## config.mk

```make
export PLATFORM = sky130hd
export DESIGN_NAME = clkgen_csr_bank
export DESIGN_NICKNAME = d
export VERILOG_FILES = /design/src/rtl/clkgen_csr_bank.sv
export SDC_FILE = /design/constraint.sdc
export NUM_CORES = 1
export LEC_CHECK = 0
export CAP_MARGIN = 20
export CORE_UTILIZATION = 40
export DETAILED_ROUTE_END_ITERATION = 7
export GPL_TIMING_DRIVEN = 0
export PLACE_DENSITY = 0.72
export SYNTH_ARGS = -nofsm -noshare
export SYNTH_HDL_FRONTEND = slang
export SYNTH_SLANG_ARGS = --single-unit
export TNS_END_PERCENT = 50
```

## constraint.sdc

```tcl
create_clock -name clk -period 1.7 [get_ports clk]
set_clock_uncertainty 0.15 [all_clocks]
set_input_delay 0.255 -clock clk [delete_from_list [all_inputs] [get_ports clk]]
set_output_delay 0.255 -clock clk [all_outputs]
set_load 0.05 [all_outputs]
```

## src/rtl/clkgen_csr_bank.sv

```systemverilog
// clkgen_csr_bank: shadowed CSR bank for an NCH-channel PLL/clock-generator array.
// Writes land in shadow registers; a commit gates the dirty channels, applies
// their shadow settings atomically, holds them gated for a settle window and
// then re-enables them. Unaffected channels keep running undisturbed.
// Optional feature macro: CSR_READBACK_EN (registered shadow readback port).
module clkgen_csr_bank #(
    parameter int NCH        = 4,
    parameter int DIV_W      = 4,
    parameter int SEL_W      = 2,
    parameter int GATE_CYC   = 4,
    parameter int SETTLE_CYC = 16
) (
    input  logic                   clk,
    input  logic                   rst,
    input  logic                   wr_en,
    input  logic [$clog2(NCH)+1:0] wr_addr,
    input  logic [DIV_W-1:0]       wr_data,
    input  logic                   commit,
    input  logic                   rd_en,
    input  logic [$clog2(NCH)+1:0] rd_addr,
    output logic [DIV_W-1:0]       rd_data,
    output logic [NCH*DIV_W-1:0]   div_fb,
    output logic [NCH*DIV_W-1:0]   div_out,
    output logic [NCH*SEL_W-1:0]   clk_sel,
    output logic [NCH-1:0]         enb,
    output logic                   busy,
    output logic                   err
);

    localparam int CH_W    = $clog2(NCH);
    localparam int CH_W1   = CH_W + 1;
    localparam int CNT_MAX = (GATE_CYC > SETTLE_CYC) ? GATE_CYC : SETTLE_CYC;
    localparam int CNT_W   = $clog2(CNT_MAX + 1);

    localparam logic [CNT_W-1:0] GATE_LAST   = CNT_W'(GATE_CYC - 1);
    localparam logic [CNT_W-1:0] SETTLE_LAST = CNT_W'(SETTLE_CYC - 1);
    localparam logic [CNT_W-1:0] CNT_ONE     = CNT_W'(1'b1);
    localparam logic [CNT_W-1:0] CNT_ZERO    = {CNT_W{1'b0}};
    localparam logic [CH_W:0]    NCH_L       = CH_W1'(NCH);
    localparam logic [DIV_W-1:0] DIV_ONE     = DIV_W'(1'b1);
    localparam logic [NCH-1:0]   CH_ZERO     = {NCH{1'b0}};
    localparam logic [NCH-1:0]   CH_ONEHOT0  = NCH'(1'b1);

    typedef enum logic [1:0] {
        ST_IDLE    = 2'd0,
        ST_QUIESCE = 2'd1,
        ST_APPLY   = 2'd2,
        ST_SETTLE  = 2'd3
    } state_t;

    state_t               state_r, state_next_s;
    logic [CNT_W-1:0]     cnt_r, cnt_next_s;
    logic [NCH-1:0]       mask_r, mask_next_s;
    logic [NCH-1:0]       dirty_r, dirty_next_s, dirty_set_s;
    logic                 pending_r, pending_next_s;
    logic                 apply_s;
    logic                 busy_r, enb_unused_busy_s;
    logic [NCH-1:0]       enb_r;
    logic                 err_r;

    logic [DIV_W-1:0]     sh_fb_r  [NCH];
    logic [DIV_W-1:0]     sh_out_r [NCH];
    logic [SEL_W-1:0]     sh_sel_r [NCH];
    logic [NCH-1:0]       sh_enb_r;

    logic [NCH*DIV_W-1:0] act_fb_r, act_out_r;
    logic [NCH*SEL_W-1:0] act_sel_r;
    logic [NCH-1:0]       act_enb_r, act_enb_next_s;

    logic [CH_W-1:0]      wr_ch_s;
    logic [1:0]           wr_fld_s;
    logic                 wr_ok_s;
    logic                 wr_zero_s;
    logic [DIV_W-1:0]     wr_div_s;

    // Decode the write address; a zero divider is clamped to 1.
    always_comb begin
        wr_ch_s   = wr_addr[CH_W+1:2];
        wr_fld_s  = wr_addr[1:0];
        wr_ok_s   = wr_en && ({1'b0, wr_ch_s} < NCH_L);
        wr_zero_s = (wr_data == {DIV_W{1'b0}});
        wr_div_s  = wr_zero_s ? DIV_ONE : wr_data;
        if (wr_ok_s) begin
            dirty_set_s = CH_ONEHOT0 << wr_ch_s;
        end else begin
            dirty_set_s = CH_ZERO;
        end
        // A write in the APPLY cycle re-marks its channel after the mask clear.
        dirty_next_s = (apply_s ? (dirty_r & ~mask_r) : dirty_r) | dirty_set_s;
    end

    // Commit sequencer: next state, phase counter, channel mask and pending request.
    always_comb begin
        state_next_s   = state_r;
        cnt_next_s     = cnt_r;
        mask_next_s    = mask_r;
        pending_next_s = pending_r;
        apply_s        = 1'b0;
        case (state_r)
            ST_IDLE: begin
                pending_next_s = 1'b0;
                if ((commit || pending_r) && (dirty_r != CH_ZERO)) begin
                    state_next_s = ST_QUIESCE;
                    cnt_next_s   = CNT_ZERO;
                    mask_next_s  = dirty_r;
                end else begin
                    state_next_s = ST_IDLE;
                end
            end
            ST_QUIESCE: begin
                pending_next_s = pending_r | commit;
                if (cnt_r == GATE_LAST) begin
                    state_next_s = ST_APPLY;
                    cnt_next_s   = CNT_ZERO;
                end else begin
                    cnt_next_s = cnt_r + CNT_ONE;
                end
            end
            ST_APPLY: begin
                pending_next_s = pending_r | commit;
                apply_s        = 1'b1;
                state_next_s   = ST_SETTLE;
                cnt_next_s     = CNT_ZERO;
            end
            ST_SETTLE: begin
                pending_next_s = pending_r | commit;
                if (cnt_r == SETTLE_LAST) begin
                    state_next_s = ST_IDLE;
                    cnt_next_s   = CNT_ZERO;
                end else begin
                    cnt_next_s = cnt_r + CNT_ONE;
                end
            end
            default: begin
                state_next_s = ST_IDLE;
                cnt_next_s   = CNT_ZERO;
            end
        endcase
        // Active enables only move on the APPLY edge.
        if (apply_s) begin
            act_enb_next_s = (act_enb_r & ~mask_r) | (sh_enb_r & mask_r);
        end else begin
            act_enb_next_s = act_enb_r;
        end
        enb_unused_busy_s = (state_next_s != ST_IDLE);
    end

    // Sequencer state registers.
    always_ff @(posedge clk) begin
        if (rst) begin
            state_r   <= ST_IDLE;
            cnt_r     <= CNT_ZERO;
            mask_r    <= CH_ZERO;
            pending_r <= 1'b0;
            dirty_r   <= CH_ZERO;
        end else begin
            state_r   <= state_next_s;
            cnt_r     <= cnt_next_s;
            mask_r    <= mask_next_s;
            pending_r <= pending_next_s;
            dirty_r   <= dirty_next_s;
        end
    end

    // Shadow registers and the sticky clamp flag.
    always_ff @(posedge clk) begin
        if (rst) begin
            for (int i = 0; i < NCH; i++) begin
                sh_fb_r[i]  <= DIV_ONE;
                sh_out_r[i] <= DIV_ONE;
                sh_sel_r[i] <= {SEL_W{1'b0}};
            end
            sh_enb_r <= {NCH{1'b1}};
            err_r    <= 1'b0;
        end else begin
            if (wr_ok_s) begin
                case (wr_fld_s)
                    2'd0:    sh_fb_r[wr_ch_s]  <= wr_div_s;
                    2'd1:    sh_out_r[wr_ch_s] <= wr_div_s;
                    2'd2:    sh_sel_r[wr_ch_s] <= wr_data[SEL_W-1:0];
                    2'd3:    sh_enb_r[wr_ch_s] <= wr_data[0];
                    default: sh_enb_r <= sh_enb_r;
                endcase
            end
            err_r <= err_r | (wr_ok_s && !wr_fld_s[1] && wr_zero_s);
        end
    end

    // Active settings: copied from shadow for masked channels on the APPLY edge.
    always_ff @(posedge clk) begin
        if (rst) begin
            act_fb_r  <= {NCH{DIV_ONE}};
            act_out_r <= {NCH{DIV_ONE}};
            act_sel_r <= {(NCH*SEL_W){1'b0}};
            act_enb_r <= {NCH{1'b1}};
        end else begin
            act_enb_r <= act_enb_next_s;
            if (apply_s) begin
                for (int i = 0; i < NCH; i++) begin
                    if (mask_r[i]) begin
                        act_fb_r[i*DIV_W +: DIV_W]  <= sh_fb_r[i];
                        act_out_r[i*DIV_W +: DIV_W] <= sh_out_r[i];
                        act_sel_r[i*SEL_W +: SEL_W] <= sh_sel_r[i];
                    end
                end
            end
        end
    end

    // Registered busy and gated enables, derived from next-cycle state.
    always_ff @(posedge clk) begin
        if (rst) begin
            busy_r <= 1'b0;
            enb_r  <= {NCH{1'b1}};
        end else begin
            busy_r <= enb_unused_busy_s;
            enb_r  <= act_enb_next_s & ~(mask_next_s & {NCH{enb_unused_busy_s}});
        end
    end

`ifdef CSR_READBACK_EN
    logic [DIV_W-1:0] rd_data_r, rd_next_s;
    logic [CH_W-1:0]  rd_ch_s;

    // Shadow readback mux; narrow fields are zero-extended, bad channels read 0.
    always_comb begin
        rd_ch_s   = rd_addr[CH_W+1:2];
        rd_next_s = {DIV_W{1'b0}};
        if ({1'b0, rd_ch_s} < NCH_L) begin
            case (rd_addr[1:0])
                2'd0:    rd_next_s = sh_fb_r[rd_ch_s];
                2'd1:    rd_next_s = sh_out_r[rd_ch_s];
                2'd2:    rd_next_s = DIV_W'(sh_sel_r[rd_ch_s]);
                2'd3:    rd_next_s = DIV_W'(sh_enb_r[rd_ch_s]);
                default: rd_next_s = {DIV_W{1'b0}};
            endcase
        end else begin
            rd_next_s = {DIV_W{1'b0}};
        end
    end

    // Readback register: loads on rd_en, holds otherwise.
    always_ff @(posedge clk) begin
        if (rst) begin
            rd_data_r <= {DIV_W{1'b0}};
        end else if (rd_en) begin
            rd_data_r <= rd_next_s;
        end
    end

    assign rd_data = rd_data_r;
`else
    logic unused_rd_s;
    assign unused_rd_s = ^{rd_en, rd_addr};
    assign rd_data     = {DIV_W{1'b0}};
`endif

    assign div_fb  = act_fb_r;
    assign div_out = act_out_r;
    assign clk_sel = act_sel_r;
    assign enb     = enb_r;
    assign busy    = busy_r;
    assign err     = err_r;

endmodule

```

Yosys cells after proc, flatten, opt, wreduce, memory -nomap -nowiden
Memory sizes are Yosys's and may differ from the RTL's. A register that Yosys moved wholly into a read port is not among the register bits. Index checks and enable logic that the tools add are counted. Widths: inputs -> output; s select.

$lt $le $gt $ge: 2. Mux-type cells: 42. Reductions and logical operators: 20. Eq/ne operators: 9. Bitwise operators: 11. Add/subtract/negate cells: 1. Shifts and indexed selects: 1.

Operators by type and width (number): $mux 4 (8); $and 4x4->4 (5); $mux 1 (20); $pmux 5 s4 (1); $mux 5 (3); $mux 2 (6); $reduce_and 2->1 (5); $eq 2x2->1 const B (4); $not 4->4 (2); $or 4x4->4 (2); $pmux 2 s4 (1); $reduce_or 4->1 (2); $add 5x1->5 const B (1); $eq 5x2->1 const B (1); $eq 5x4->1 const B (1); $bwmux 4 (1); $eq 2x1->1 const B (2); $logic_and 1x1->1 (4); $logic_not 2->1 (2); $logic_not 4->1 (1); $reduce_bool 4->1 (1); $shl 1x2->4 const A (1); $lt 2x3->1 const B (1); $reduce_or 3->1 (1); 9 further kinds (10).

Memories kept: 3. Register bits: 30. Memory bits (writable): 40.

Memories: sh_fb_r (depth 4, width 4, read ports 4, clocked after Yosys merged registers in 4, write ports 4, line 61) `logic [DIV_W-1:0] sh_fb_r [NCH];`; sh_out_r (depth 4, width 4, read ports 4, clocked after Yosys merged registers in 4, write ports 4, line 62) `logic [DIV_W-1:0] sh_out_r [NCH];`; sh_sel_r (depth 4, width 2, read ports 4, clocked after Yosys merged registers in 4, write ports 4, line 63) `logic [SEL_W-1:0] sh_sel_r [NCH];`.

Longest topological paths before layout
Gate-level depths: netlist of the first run.

Depth in word-level cells: 8. Mapped depth: 8.

Worst setup path before layout of the first run
Ideal clock, no wire load.

Kind: flip-flop to flip-flop. From: register cnt_r[0]. To: register enb_r[3] (netlist: enb[3]). Arrival: 1430 ps. Buffers on the path: 0. Slack: -2 ps. Data required time: 1428 ps. Clock period less this slack: 1702 ps. Stages on the path, launching flop included: 7. Cell sequence: dfxtp_1 > ha_1 > nand3_1 > inv_1 > ha_1 > a31o_2 > o32a_1.

Word-level cells in the longest chain between the ends: 7.

Ends and longest elaborated chain: start, declared (line 52) `logic [CNT_W-1:0] cnt_r, cnt_next_s;`; start signal, assigned (line 158) `cnt_r <= cnt_next_s;`; $eq 5x4->1 / $eq 5x2->1 (equally long branches) (line 127, 112); $mux 2, on equally long branches (line 127, 112); $pmux 2 s4 (*) (line 99) `case (state_r)`; $reduce_bool 2->1 (*) (line 145) `enb_unused_busy_s = (state_next_s != ST_IDLE);`; $and 4x4->4 (*) (line 217) `enb_r <= act_enb_next_s & ~(mask_next_s & {NCH{enb_unused_busy_s}});`; $not 4->4 (*) (line 217); $and 4x4->4 (*) (line 217); end signal, assigned (line 214) `enb_r <= {NCH{1'b1}};`; end signal, assigned (line 217); end, declared (line 58) `logic [NCH-1:0] enb_r;`.

Mark *: on every way between the ends. The rest lies on a longest branch, timed or not. A chain may end at the register's enable or synchronous reset.

Worst setup path after layout of the first run
From: register cnt_r[1]. To: register cnt_r[0].

Word-level cells in the longest chain between the ends: 3.

Ends and longest elaborated chain (line): $eq 5x4->1 / $eq 5x2->1 (equally long branches) (127, 112); $mux 5, on equally long branches (127, 112); $pmux 5 s4 (*) (99).

Marks and branches as above.

==> flow_summary_export.csv, run 1 <==
group,metric,value,unit
floorplanning,die_area,0.0112,mm^2
pwr,power.combinational.fraction,7.5,%
logic_synthesis,ys_warn_count,0,
cells_and_area,syn_to_final_growth,25.8,%
job,max_cap_violations,0,
place,final_weighted_congestion_in_routability_driven_placement,0.863,
timing,max_slew_margin,58.1,%
timing,setup-violations-final,1,
timing,fin_crit,1.71,ns
global_routing,grt_usage,18.4,%
floorplanning,die_height,106,um
logic_synthesis,post-synth-top-area-fraction,32.5,%
pwr,power.density,869,mW/mm^2
logic_synthesis,mappedNetlistArea,0.00432,mm^2
pwr,cell_internal_pwr,3510,uW
cells_and_area,antenna_cells,0,
clocking,max-clock-path-buffers,2,
pwr,total_switching_power,1210,uW
route,drtPass1Iterations,5,
critical_path,critical_path.startpoint_type,"register",
route,drt.antenna.violating_nets,0,
clocking,numCtsBuffers,9,
logic_synthesis,post-synth-top-count-cell,"nand2_1",
cells_and_area,final-seq-area,0.00262,mm^2
logic_synthesis,postSynthAreaPerCell,9.88,um^2
route,post_drt_via_cell_ratio,5.13,
floorplanning,placeableCoreArea,0.0104,mm^2
global_routing,grt_max_degree,21,
clocking,clkLatencyLatePin,0.38,ns
global_routing,grt_pass1_wl,15600,um
place,placement.setup.worst_slack,-0.564,ns
timing,layout_worst_path_cycle_share,100,%
timing,tightest_slew,0.629,ns
critical_path,timing.critical_path.fanout_max,4,
logic_synthesis,postSynth.asyncResetShare,0,%
route,drtIter0Drc,185,
global_routing,globalRoute.totalOverflow,0,
timing,finalHoldViolCount,0,
floorplanning,initial_core_util,41.5,%
place,place_area,0.00504,mm^2
route,vias,3364,
critical_path,worst_ep_arrival_time,1.81,ns
cells_and_area,final_area,0.00543,mm^2
timing,timing.fmax,0.586,GHz
timing,rsz0062_at_grt,"true",
timing,postLayoutSetupSlackWorst,-0.00577,ns
route,drc,0,
global_routing,via_count_of_the_first_global_routing_pass,3089,
route,drt_wl_total,10100,um
floorplanning,dieWidth,106,um
logic_synthesis,yosysSeqAreaShare,60.3,%
worst_hold_path,holdCritPathClass,"primary input to register",
clocking,clk_pin_slew_worst_paths,0.11,ns
clocking,cts-root-buf,"clkbuf_8",
pwr,power.sequential.fraction,60.1,%
critical_path,kind_of_critical_path,"register to register",
logic_synthesis,synth.ff_latch_count,110,
run_status,violations,"setup timing",
pwr,power.share.clock,32.4,%
logic_synthesis,dominant_synthesized_flop_cell,"dfxtp_1",
route,routedWlPerCell,15.4,um
logic_synthesis,most_used_standard_cells_in_the_synthesized_netlist,"nand2_1 (98), dfxtp_1 (70), nor2_1 (47), edfxtp_1 (40), a21oi_1 (37)",
pwr,cellLeakagePower,0.00201,uW
clocking,cts_hold_buf,0,
clocking,clock_sink_count,110,
clocking,tritoncts,"built",
floorplanning,ios,67,
cells_and_area,multi_input_combinational_cell_area,0.00167,mm^2
critical_path,critPathRequiredTime,1.80,ns
place,dp.final_hpwl,7090,um
logic_synthesis,synth_cell_types,42,
logic_synthesis,top_cells_by_area_in_the_synthesized_netlist,"dfxtp_1 (32%), edfxtp_1 (28%), nand2_1 (8.5%)",
critical_path,cp-end-kind,"register",
global_routing,antenna_found_initial,0,
clocking,cts-htree-levels,3,
logic_synthesis,yosys_top_cell_by_area,"dfxtp_1",
run_status,outcome,"complete, but fails checks",
floorplanning,rows,37,
cells_and_area,drive_gt1_share,16.0,%
timing,timing_max_transition_violations_final,0,
cells_and_area,num-nets-final,535,
cells_and_area,fillers,977,
pwr,netSwitchingFraction,25.7,%
logic_synthesis,post_synth_inst_count,437,
logic_synthesis,synth-edff-count,40,
place,port-buffer-count,54,
pwr,ir_drop,489,uV
-- state kept, by name, summed over array words and instances, names as in the netlist, 5 cells and up --
| signal | cells |
|---|---|
| div_fb | 16 |
| div_out | 16 |
| sh_fb_r | 16 |
| sh_out_r | 16 |
| clk_sel | 8 |
| sh_sel_r | 8 |
| cnt_r | 5 |
-- cells in the final DEF (no fill, tap or decap), drive strengths merged, types with 8 or more instances in the layout --
master and count:
buf 24, clkbuf 27, nand3 10, nand3b 14, and2 8, nor2b 8, nor2 48, clkdlybuf4s15 31
a21oi 37, nand2 99, edfxtp 40, clkdlybuf4s50 8, inv 15, dfxtp 70, dlygate4sd2 13
-- worst max-delay path, stage by stage (launching register included) --
cell	delay (ns)
dfxtp_4	0.38
ha_4	0.17
nand3_4	0.09
inv_4	0.08
ha_4	0.15
a21boi_2	0.05
a21boi_2	0.15
buf_4	0.16
mux2i_1	0.13
nor2_1	0.06
-- timing repair --
action / CTS / global route
resized for setup: 54 / 67
setup endpoints to repair: 73 / 56
buffers inserted: 0 / 10
pin swaps: 1 / 8
-- final cells by class --
class | instances | share of cell area, %
flip-flops and latches | 110 | 48.2
inverters | 11 | 0.806
clock buffers | 10 | 2.35
well taps | 136 | 3.13
plain buffers | 29 | 2.72
repair buffers | 64 | 10.9
clock inverters | 6 | 1.15
multi-input cells | 290 | 30.8
-- power by group through the flow --
stage          Sequential, uW  Clock [uW]  Combinational [uW]
3_5_place_dp             2900           0                 314
6_report                 2840        1530                 356
5_1_grt                  2840        1660                 380
3_3_place_gp             2890           0                 308
2_1_floorplan            2900           0                 204
4_1_cts                  2840        1540                 320
-- stage by stage --
stage	power [uW]	std cells	hold slack (ns)	utilization [%]	TNS [ns]
after floorplan	3100	440	0.223	-	0
after global placement	3200	630	0.293	48.4	-25.93
after detailed placement	3210	630	0.296	48.4	-27.71
after CTS	4700	646	0.166	49.9	-0.130
after global routing	4880	656	0.216	52.1	-0.311
final	4720	656	0.196	52.1	-0.00577
-- kinds of logic after synthesis --
family                   synth area share, %
flip-flops                              60.3
other                                 0.0868
AO/OA/AOI/OAI                           10.8
adder cells (fa/ha/maj)                0.869
multiplexers                            1.59
buffers and inverters                   4.20
AND/OR/NAND/NOR                         22.1
-- worst paths after layout --
path	from	to	slack [ns]	cells past startpoint
worst max-delay path	cnt_r[1]$_SDFFE_PP0P_	cnt_r[0]$_SDFFE_PP0P_	-0.006	9
worst min-delay path	wr_addr[2]	dirty_r[3]$_SDFF_PP0_	0.20	3
worst max register to register	cnt_r[1]$_SDFFE_PP0P_	cnt_r[0]$_SDFFE_PP0P_	-0.006	9
worst min register to register	clk_sel[3]$_SDFFE_PP0P_	clk_sel[3]$_SDFFE_PP0P_	0.31	2
-- layer usage --
layer	vias up	global-route usage [%]	wire length, um
li1	1625	-	-
met2	134	30.9	4880
met3	20	4.41	742
met5	-	0	0
met4	0	6.25	182
met1	1585	23.4	4310
(Power assumes the default switching activity.)
==> run 2: changes to the inputs <==
--- a/config.mk
+++ b/config.mk
@@ -8,6 +8,7 @@
 export CAP_MARGIN = 20
 export CORE_UTILIZATION = 40
 export DETAILED_ROUTE_END_ITERATION = 7
+export GPL_ROUTABILITY_DRIVEN = 0
 export GPL_TIMING_DRIVEN = 0
 export PLACE_DENSITY = 0.72
 export SYNTH_ARGS = -nofsm -noshare
==> results of run 2 <==
Same layout as run 1: the final DEF is identical, and so are final timing and power.
==> run 3: changes to the inputs <==
--- a/config.mk
+++ b/config.mk
@@ -6,6 +6,7 @@
 export NUM_CORES = 1
 export LEC_CHECK = 0
 export CAP_MARGIN = 20
+export CORE_MARGIN = 2
 export CORE_UTILIZATION = 40
 export DETAILED_ROUTE_END_ITERATION = 7
 export GPL_ROUTABILITY_DRIVEN = 0
==> run 3 against run 2 <==
  * The run now ends clean
  * Worst setup slack better by 0.020 ns
  * Combinational power is 8.4% lower
  * Sequential cell count stayed put
  * Sequential power hardly changed
  * Sequential share of layout area is 1.5 points higher
  * Critical endpoint is now div_out[11]
==> flow_summary_export.csv, run 3 (same netlist as run 1, synthesis figures left out) <==
group,metric,value,unit
pwr,cell_internal_pwr,3490,uW
cells_and_area,final_area,0.00525,mm^2
place,dp.final_hpwl,6990,um
floorplanning,placeableCoreArea,0.0104,mm^2
clocking,clk_pin_slew_worst_paths,0.11,ns
clocking,max-clock-path-buffers,2,
route,drtPass1Iterations,5,
clocking,numCtsBuffers,9,
global_routing,grt_usage,17.4,%
global_routing,via_count_of_the_first_global_routing_pass,3097,
critical_path,kind_of_critical_path,"register to output pin",
timing,fin_crit,1.69,ns
cells_and_area,most_common_library_cell_in_the_layout_ignoring_fill_and_taps,"nand2_1",
timing,setup-violations-final,0,
route,routedWlPerCell,15.0,um
pwr,netSwitchingFraction,25.6,%
global_routing,grt_pass1_wl,15300,um
clocking,clock_sink_count,110,
place,dp_cells,630,
timing,postLayoutSetupSlackWorst,0.0138,ns
run_status,outcome,"finished, final reports clean",
timing,max_slew_margin,55.3,%
critical_path,critical_path.startpoint_type,"register",
cells_and_area,drive_gt1_share,12.3,%
floorplanning,ios,67,
timing,timing.setup.tns,0,ns
route,drt.antenna.violating_nets,0,
pwr,ir_drop,409,uV
pwr,power.combinational.fraction,7.0,%
pwr,power.sequential.fraction,60.5,%
critical_path,worst_ep_arrival_time,1.28,ns
global_routing,antenna_found_initial,0,
critical_path,timing.critical_path.fanout_max,2,
job,max_cap_violations,0,
cells_and_area,syn_to_final_growth,21.6,%
route,drtIter0Drc,247,
cells_and_area,fin_util,50.4,%
floorplanning,die_area,0.0116,mm^2
critical_path,cp-end-kind,"output pin",
timing,timing.fmax,0.593,GHz
critical_path,critPathRequiredTime,1.29,ns
clocking,cts-htree-levels,3,
global_routing,use_met3,3.75,%
critical_path,worst_path_dominant_cell_family,"buffers and inverters",
route,vias,3284,
critical_path,slowest_delay,0.51,ns
clocking,cts-root-buf,"clkbuf_8",
global_routing,grt_max_degree,21,
place,place_area,0.00504,mm^2
global_routing,globalRoute.busiestLayer,"met2",
cells_and_area,most-common-layout-cells,"nand2_1 (98), dfxtp_1 (67), nor2_1 (45), edfxtp_1 (40), a21oi_1 (37)",
global_routing,globalRoute.totalOverflow,0,
floorplanning,dieWidth,108,um
timing,finalHoldViolCount,0,
pwr,total_switching_power,1200,uW
global_routing,global_route.usage.met1,22.5,%
route,drt_wl_total,9730,um
pwr,cellLeakagePower,0.00200,uW
floorplanning,die_height,108,um
timing,tightest_slew,0.670,ns
critical_path,chain_of_cells_forming_the_critical_path,"clkdlybuf4s15_1",
global_routing,met2_usage,28.7,%
pwr,power.share.clock,32.6,%
floorplanning,initial_core_util,41.5,%
route,drc,0,
cells_and_area,antenna_cells,0,
clocking,tritoncts,"built",
critical_path,slowest_stage,"clkdlybuf4s15_1",
cells_and_area,num-nets-final,526,
place,port-buffer-count,54,
pwr,power.density,893,mW/mm^2
route,post_drt_via_cell_ratio,5.08,
place,placement.setup.worst_slack,-0.601,ns
clocking,clkLatencyLatePin,0.38,ns
worst_hold_path,holdCritPathClass,"primary input to register",
critical_path,worst-path-buf-inv,1,
timing,timing_max_transition_violations_final,0,
timing,layout_worst_path_cycle_share,99.2,%
cells_and_area,instances_no_fill,647,
floorplanning,rows,37,
timing,rsz0062_at_grt,"true",
[run 3: cell count changes in the layout (fill, tap and decap cells not counted), moves of 2 or more]
cell / previous run / this run
a21boi_1: 0 / 3
a21boi_2: 5 / 2
buf_4: 15 / 7
clkdlybuf4s15_1: 31 / 16
dfxtp_1: 63 / 67
dfxtp_2: 5 / 3
dfxtp_4: 2 / 0
dlygate4sd2_1: 13 / 27
[run 3: area by class of cell]
class / instances / area (um^2)
Fill cell: 972 / 5160
Sequential cell: 110 / 2610
Multi-Input combinational cell: 290 / 1600
Timing Repair Buffer: 55 / 499
Tap cell: 136 / 170
Buffer: 29 / 144
Clock buffer: 10 / 128
Clock inverter: 6 / 62.6
Inverter: 11 / 41.3
[run 3: per-layer routing]
metal | share of wire, % | routed length [um]
met1 | 43 | 4150
met2 | 47 | 4580
met5 | 0 | 0
met4 | 2.1 | 208
met3 | 8.1 | 786
[run 3: final timing paths]
path	startpoint	endpoint	slack, ns	depth (start not counted)
hold / removal	rst	act_enb_r[0]$_SDFF_PP1_	0.18	2
setup / recovery	div_out[11]$_SDFFE_PP0P_	div_out[11]	0.01	1
hold reg to reg	div_fb[9]$_SDFFE_PP0P_	div_fb[9]$_SDFFE_PP0P_	0.31	2
setup reg to reg	dirty_r[2]$_SDFF_PP0_	enb[3]$_SDFF_PP1_	0.07	4
[run 3: timing repair]
| action | CTS | global route |
|---|---|---|
| buffers inserted | 0 | 1 |
| hold buffers | 0 | 0 |
| gates resized for setup | 55 | 31 |
| pin swaps | 3 | 5 |
| setup endpoints to repair | 71 | 42 |
[run 3: metrics by stage]
| stage | hold slack [ns] | total power (uW) |
|---|---|---|
| detailed placement | 0.297 | 3210 |
| global route | 0.206 | 4850 |
| floorplan | 0.223 | 3100 |
| finish | 0.179 | 4690 |
| CTS | 0.181 | 4690 |
| global placement | 0.293 | 3200 |
[run 3: power by group through the flow]
stage | Combinational (uW) | Clock [uW] | Sequential [uW]
after floorplan | 204 | 0 | 2900
after global placement | 308 | 0 | 2890
after detailed placement | 312 | 0 | 2890
after CTS | 316 | 1540 | 2840
after global routing | 352 | 1650 | 2840
final | 326 | 1530 | 2840
